$ cat src/rtl/oversample_multi.sv
// Multi-channel oversampling decimator: accumulates 2^k interleaved samples per
// channel and emits one full-scale-normalised average per completed frame.
module oversample_multi #(
    parameter int IN_W     = 12,
    parameter int CHANNELS = 2,
    parameter int MAX_LOG2 = 8,
    parameter int OUT_W    = 16,
    parameter int CH_W     = 3
) (
    input  logic              clk,
    input  logic              reset,
    input  logic [IN_W-1:0]   sample,
    input  logic              eoc,
    input  logic [CH_W-1:0]   chan,
    input  logic [3:0]        log2_ratio,
    output logic [OUT_W-1:0]  oversample,
    output logic [CH_W-1:0]   out_chan,
    output logic              done
);
    localparam int AW = IN_W + MAX_LOG2;
    localparam int CW = MAX_LOG2 + 1;
    localparam logic [3:0]    MAX_K = 4'(MAX_LOG2);
    localparam logic [CH_W:0] NCH   = (CH_W + 1)'(CHANNELS);

    logic [AW-1:0]    r_acc [CHANNELS];
    logic [CW-1:0]    r_cnt [CHANNELS];
    logic [3:0]       r_ratio_q;
    logic [OUT_W-1:0] r_oversample;
    logic [CH_W-1:0]  r_out_chan;
    logic             r_done;

    logic [3:0]    w_k_eff;
    logic          w_change;
    logic          w_in_range;
    logic          w_accept;
    logic          w_complete;
    logic [AW-1:0] w_acc_cur;
    logic [CW-1:0] w_cnt_cur;
    logic [AW-1:0] w_acc_sum;
    logic [CW-1:0] w_cnt_inc;
    logic [CW-1:0] w_target;
    logic [3:0]    w_shift_amt;

    assign w_k_eff     = (log2_ratio > MAX_K) ? MAX_K : log2_ratio;
    assign w_change    = (w_k_eff != r_ratio_q);
    assign w_in_range  = ({1'b0, chan} < NCH);
    assign w_accept    = eoc && w_in_range && !w_change;
    assign w_acc_sum   = w_acc_cur + AW'(sample);
    assign w_cnt_inc   = w_cnt_cur + CW'(1);
    assign w_target    = CW'(1) << r_ratio_q;
    assign w_complete  = w_accept && (w_cnt_inc == w_target);
    // Left-justify the sum so every k maps full-scale input onto full-scale output.
    assign w_shift_amt = MAX_K - r_ratio_q;

    always_comb begin
        w_acc_cur = '0;
        w_cnt_cur = '0;
        for (int unsigned c = 0; c < CHANNELS; c++) begin
            if (chan == CH_W'(c)) begin
                w_acc_cur = r_acc[c];
                w_cnt_cur = r_cnt[c];
            end
        end
    end

    always_ff @(posedge clk or posedge reset) begin
        if (reset) begin
            for (int unsigned c = 0; c < CHANNELS; c++) begin
                r_acc[c] <= '0;
                r_cnt[c] <= '0;
            end
            r_ratio_q    <= '0;
            r_oversample <= '0;
            r_out_chan   <= '0;
            r_done       <= 1'b0;
        end else begin
            r_ratio_q <= w_k_eff;
            r_done    <= w_complete;
            if (w_change) begin
                for (int unsigned c = 0; c < CHANNELS; c++) begin
                    r_acc[c] <= '0;
                    r_cnt[c] <= '0;
                end
            end else if (w_accept) begin
                for (int unsigned c = 0; c < CHANNELS; c++) begin
                    if (chan == CH_W'(c)) begin
                        r_acc[c] <= w_complete ? '0 : w_acc_sum;
                        r_cnt[c] <= w_complete ? '0 : w_cnt_inc;
                    end
                end
            end
            if (w_complete) begin
                r_out_chan   <= chan;
                r_oversample <= OUT_W'(AW'(w_acc_sum << w_shift_amt) >> (AW - OUT_W));
            end
        end
    end

    assign oversample = r_oversample;
    assign out_chan   = r_out_chan;
    assign done       = r_done;

endmodule
$ cat config.mk
export PLATFORM = sky130hd
export DESIGN_NAME = oversample_multi
export DESIGN_NICKNAME = d
export VERILOG_FILES = /design/src/rtl/oversample_multi.sv
export SDC_FILE = /design/constraint.sdc
export NUM_CORES = 1
export LEC_CHECK = 0
export CORE_MARGIN = 2
export CORE_UTILIZATION = 60
export DETAILED_ROUTE_END_ITERATION = 10
export PLACE_DENSITY_LB_ADDON = 0.08
export SKIP_LAST_GASP = 1
export SYNTH_ARGS = -nofsm -noshare
export SYNTH_HDL_FRONTEND = slang
export SYNTH_SLANG_ARGS = --single-unit
$ cat constraint.sdc
create_clock -name clk -period 5.6 [get_ports clk]
set_clock_uncertainty 0.15 [all_clocks]
set_input_delay 1.68 -clock clk [delete_from_list [all_inputs] [get_ports clk]]
set_output_delay 1.68 -clock clk [all_outputs]
set_load 0.01 [all_outputs]
======== Word level (Yosys, flattened, before mapping) ========
Cells that the tools add are included.
Widths: inputs -> output; s select.
storage, ports and cells
  bits in registers ....................... 82
  input bits .............................. 22
  output and inout bits ................... 20
  word-level logic and storage cells ...... 43
cells by class
  $add $sub $neg .......................... 3
  $lt $le $gt $ge ......................... 2
  equal/unequal tests ..................... 3
  shift-type cells ........................ 2
  multiplexer cells ....................... 15
  reductions and logical operators ........ 10
operators by type and width
  kind                 number
  $mux 20              5
  $mux 40              2
  $mux 9               5
  $mux 18              2
  $add 20x12->20       1
  $shl 20x4->20        1
  $add 9x1->9 const B  1
  $eq 9x9->1           1
  $shl 1x4->9 const A  1
  $reduce_bool 2->1    3
  $gt 4x4->1 const B   1
  $mux 4               1
  $ne 4x4->1           1
  $reduce_and 2->1     2
  $sub 4x4->4 const A  1
  $eq 3x1->1 const B   1
  $logic_and 1x1->1    3
  $logic_not 3->1      1
  $lt 3x2->1 const B   1
  $logic_not 1->1      1

======== Depth between registers and ports, before layout ========
Gate-level depths: netlist of run 1.
  depth in word-level cells ............... 10
  mapped depth ............................ 18
  gate-level depth less buffers ........... 13

======== Worst setup path after synthesis of run 1 ========
No wires, ideal clock.
  path kind ............................... input port to flip-flop
  start point ............................. input port chan[0]
  end point ............................... register r_oversample[14] (netlist: oversample[14])
  library setup time ...................... 0.128 ns
  arrival ................................. 5.916 ns
  required time ........................... 5.322 ns
  slack ................................... -0.594 ns
  cell stages on the path ................. 18
  path buffers ............................ 5
  cell sequence ........................... buf_6 buf_6 buf_2 buf_1 clkbuf_1 mux2i_1 nor2_1 ha_1 inv_1 fa_1 nand2b_1 a21oi_1 a2111oi_4 or4_1 xnor2_1 mux4_2 a221oi_1 o21ai_1
between the ends
  longest elaborated chain between the ends .. 6
  elaborated cells on any way between the ends .. 14
ends and longest elaborated chain
  element                                                 RTL line  text
  start: declaration                                      14        input logic [CH_W-1:0] chan,
  branches (longest 6 deep; another with $add 20x12->20)  -
  end signal: assignment                                  94        r_oversample <= OUT_W'(AW'(w_acc_sum << w_shift_amt) >> (AW - OUT_W));
  end: declaration                                        28        logic [OUT_W-1:0] r_oversample;
Parallel ways; which one is timed is not known.
A chain may end at the register's enable or synchronous reset.

======== Final worst setup path of run 1 ========
  start point ............................. input port chan[1]
  end point ............................... register r_acc[4] (netlist name)
between the ends
  longest elaborated chain between the ends .. 10
  elaborated cells on any way between the ends .. 20
ends and longest elaborated chain
  element                         RTL line  text
  $logic_not 3->1                 59        if (chan == CH_W'(c)) begin
  $mux 9 (2 in a row)             59
  $add 9x1->9                     49        assign w_cnt_inc = w_cnt_cur + CW'(1);
  $eq 9x9->1                      51        assign w_complete = w_accept && (w_cnt_inc == w_target);
  $logic_and 1x1->1               51
  $mux 20                         87        r_acc[c] <= w_complete ? '0 : w_acc_sum;
  $mux 20                         86        if (chan == CH_W'(c)) begin
  $mux 40                         84        end else if (w_accept) begin
  $mux 40                         79        if (w_change) begin
  end signal: indexed assignment  87
  end: declaration                25        logic [AW-1:0] r_acc [CHANNELS];
Several ways; a longest one is shown, not always the timed one. The select of a mux whose other input is x is not followed.

==> impl_metrics.py, run 1 <==
metrics = {
    "run_status": {
        "status": "completed",
    },
    "worst_setup_path": {
        "r2r-end": "oversample[11]$_DFFE_PP0P_",
        "worstPathMaxFanout": 29,
        "required_ps": 5730,
        "rr_worst_depth": 11,
        "crit_type": "in -> reg",
        "r2r_slack_ps": 1720,
        "critPathLaunchType": "input pin",
        "reg2reg_from": "r_ratio_q[0]$_DFF_PP0_",
        "worst_setup_path_end_kind": "flip-flop",
        "worst_ep_arrival_time_ps": 5420,
    },
    "power": {
        "switching_share_pct": 31.6,
        "power_frac_clock_pct": 30.8,
        "power.internal_w": 0.000878,
        "power.share.sequential_pct": 47.8,
        "p_leak_nw": 3.02,
        "p_per_area_nw_per_um2": 181,
        "netSwitchingPower_w": 0.000405,
        "p_comb_share_pct": 21.5,
        "ir_worst_vdd_mv": 0.184,
    },
    "min_path": {
        "holdCritStartpoint": "oversample[3]$_DFFE_PP0P_",
        "min_to": "oversample[3]$_DFFE_PP0P_",
        "hold_path_class": "reg -> reg",
        "holdPathStages": 2,
    },
    "drt": {
        "ant_nets": 0,
        "via_per_inst": 6.48,
        "routed_wl_um": 18400,
        "firstDrtPassIters": 5,
        "vias": 5990,
        "drc": 0,
        "drt_iter0_drc": 558,
        "wl_per_cell_um": 19.8,
    },
    "clocking": {
        "cts_max_level": 3,
        "clk_pin_slew_worst_paths_ps": 80,
        "clock-sinks": 82,
        "cts_resized": 0,
        "clk_path_buf_depth": 2,
        "cts_hold_buf": 0,
        "post_cts_buffers": 0,
        "ctsRootBufferMaster": "clkbuf_8",
        "cts_buffers": 9,
        "clock_latency_ps": 380,
        "cts_tree": "done",
    },
    "cells_and_area": {
        "fin_nets": 827,
        "ff_latch_area_um2": 2050,
        "area_growth_pct": 13.9,
        "multiInputGateArea_um2": 3910,
        "n_fill_cell": 883,
        "final_layout_size_suffix_gt1_share_pct": 10.9,
        "instances_no_fill": 925,
        "antenna_cells": 0,
    },
    "synth": {
        "synth_ff_type": "dfrtp_1",
        "synth-adder-area-share_pct": 4.14,
        "synth.area.top_cells": "dfrtp_1 33%, o21ai_0 5.9%, mux2i_1 5.6%",
        "synthCells": 738,
        "synth_compound_area_share_pct": 22.7,
        "syn_area_per_cell_um2": 8.44,
        "ys_seq_area_share_pct": 33.0,
        "ys_warn_count": 0,
        "synth_nets": 780,
        "synth-xor-area-share_pct": 4.30,
        "synth_simple_gate_area_share_pct": 23.3,
        "netlist_area_um2": 6230,
        "synth_top_cell_area_share_pct": 33.0,
        "ys_ff_latch": 82,
        "synthMuxAreaShare_pct": 8.20,
        "synth_area_leader_cell": "dfrtp_1",
        "synth_cell_types": 73,
        "synth_top_family_by_area": "simple AND/OR/NAND/NOR gates",
        "synthMostInstantiatedCell": "nand2_1",
        "synth-async-reset-ratio_pct": 100,
        "synth_commonest_cells": "93 x nand2_1, 82 x dfrtp_1, 73 x o21ai_0, 68 x nor2_1, 35 x mux2i_1",
        "synth-edff-count": 0,
    },
    "floorplan": {
        "fp.dieW_um": 106,
        "die_area_um2": 11200,
        "initial_core_util_pct": 61.1,
        "top_level_ports": 42,
        "die-height_um": 106,
        "rows": 37,
        "coreArea_um2": 10200,
    },
    "timing": {
        "period_needed_ps": 5290,
        "slew_headroom_pct": 37.1,
        "drv_slew": 0,
        "hold_viol": 0,
        "fmax_mhz": 189,
        "fin_crit_sh_pct": 94.4,
        "grt_setup_unrepaired": "false",
        "final.setup.tns_ps": 0,
        "worstMarginPinSlew_ps": 943,
        "setup_viol": 0,
    },
    "global_routing": {
        "track_usage_pct": 33.9,
        "first_global_vias": 6026,
        "grt_overflow_total": 0,
        "antenna_found_initial": 0,
        "grt_max_degree": 50,
        "grt_pass1_wl_um": 29800,
    },
    "placed_design": {
        "place_hpwl_um": 13600,
        "io_buffers": 41,
        "dp_cells": 910,
        "gp_congestion": 0.947,
    },
    "run": {
        "max_cap_violations": 0,
    },
}
cells in the final DEF, fill, tap and decap left out, types with 16 or more instances in the layout:
cell type	instances
dfrtp_1	82
ha_1	19
nor3_1	28
nand2_1	93
nor2_1	66
mux2i_1	35
buf_4	37
xnor2_1	16
nand3_1	33
o21ai_0	73
clkdlybuf4s50_1	40
a21oi_1	25
worst max-delay path: stages:
cell and delay, ps:
clkdlybuf4s50_1 410, or2_1 300, buf_4 270, nor2_1 180, ha_1 260, inv_1 60, nor4_1 320, xnor2_1 340
nor4b_1 160, nor4_1 650, a2111o_1 260, nand3_1 150, buf_12 190, o21ai_0 180
through the flow:
| step | power [W] | worst slack [ps] | hold WS, ps | area, um2 | util [%] |
|---|---|---|---|---|---|
| 3_3_place_gp | 0.000889 | 84.8 | 304 | 6920 | 68.0 |
| 5_1_grt | 0.00133 | 55.2 | 340 | 7090 | 69.6 |
| 3_5_place_dp | 0.000894 | 18.8 | 315 | 6920 | 68.0 |
| 6_report | 0.00128 | 311 | 328 | 7090 | 69.6 |
| 2_1_floorplan | 0.000798 | 15.8 | 294 | 6240 | - |
| 4_1_cts | 0.00128 | 396 | 333 | 7090 | 69.6 |
per-layer routing:
layer	up-vias	wire, um	track usage, %
met5	-	0	0
met4	0	658	14.8
met3	55	1110	5.75
met2	257	9260	59.7
met1	2868	7330	40.7
li1	2810	-	-
final cells by class:
class	instances	area share [%]
inverters	13	0.706
well taps	136	2.40
repair buffers	81	10.5
multi-input cells	598	55.1
clock inverters	5	0.441
flip-flops and latches	82	28.9
clock buffers	10	1.94
power groups by stage:
| stage | logic [W] | clock network [W] | registers (W) |
|---|---|---|---|
| global route | 0.000299 | 0.000420 | 0.000614 |
| CTS | 0.000271 | 0.000400 | 0.000612 |
| floorplan | 0.000176 | 0 | 0.000622 |
| finish | 0.000276 | 0.000394 | 0.000613 |
| global placement | 0.000265 | 0 | 0.000624 |
| detailed placement | 0.000270 | 0 | 0.000624 |
state kept, by name, summed over array words and instances, names as in the netlist:
register	count
r_acc	40
r_cnt	18
oversample	16
r_ratio_q	4
out_chan	3
done	1
how the worst max path moves through the flow:
stage / depth (start not counted) / to / from / slack [ps]
global route: 14 / r_acc[22]$_DFFE_PP0P_ / chan[1] / 60
global placement: 14 / oversample[15]$_DFFE_PP0P_ / chan[1] / 80
floorplan: 18 / oversample[14]$_DFFE_PP0P_ / chan[0] / 20
CTS: 14 / r_cnt[13]$_DFFE_PP0P_ / chan[1] / 400
detailed placement: 14 / r_cnt[12]$_DFFE_PP0P_ / chan[1] / 20
finish: 14 / r_acc[4]$_DFFE_PP0P_ / chan[1] / 310
cells by family (layout without fill, tap and decap cells):
family	Yosys count	count (layout)
simple gates	299	299
compound gates	205	205
flops	82	82
buf+inv	58	109
mux	46	46
xor+xnor	28	28
fa+ha+maj	20	20
(Power assumes the default switching activity.)
==> run 2, diff against run 1 <==
--- a/config.mk
+++ b/config.mk
@@ -8,6 +8,7 @@
 export CORE_MARGIN = 2
 export CORE_UTILIZATION = 60
 export DETAILED_ROUTE_END_ITERATION = 10
+export HOLD_SLACK_MARGIN = 0.08
 export PLACE_DENSITY_LB_ADDON = 0.08
 export SKIP_LAST_GASP = 1
 export SYNTH_ARGS = -nofsm -noshare
==> results of run 2 <==
No change in the layout: final DEF, timing and power equal those of run 1.
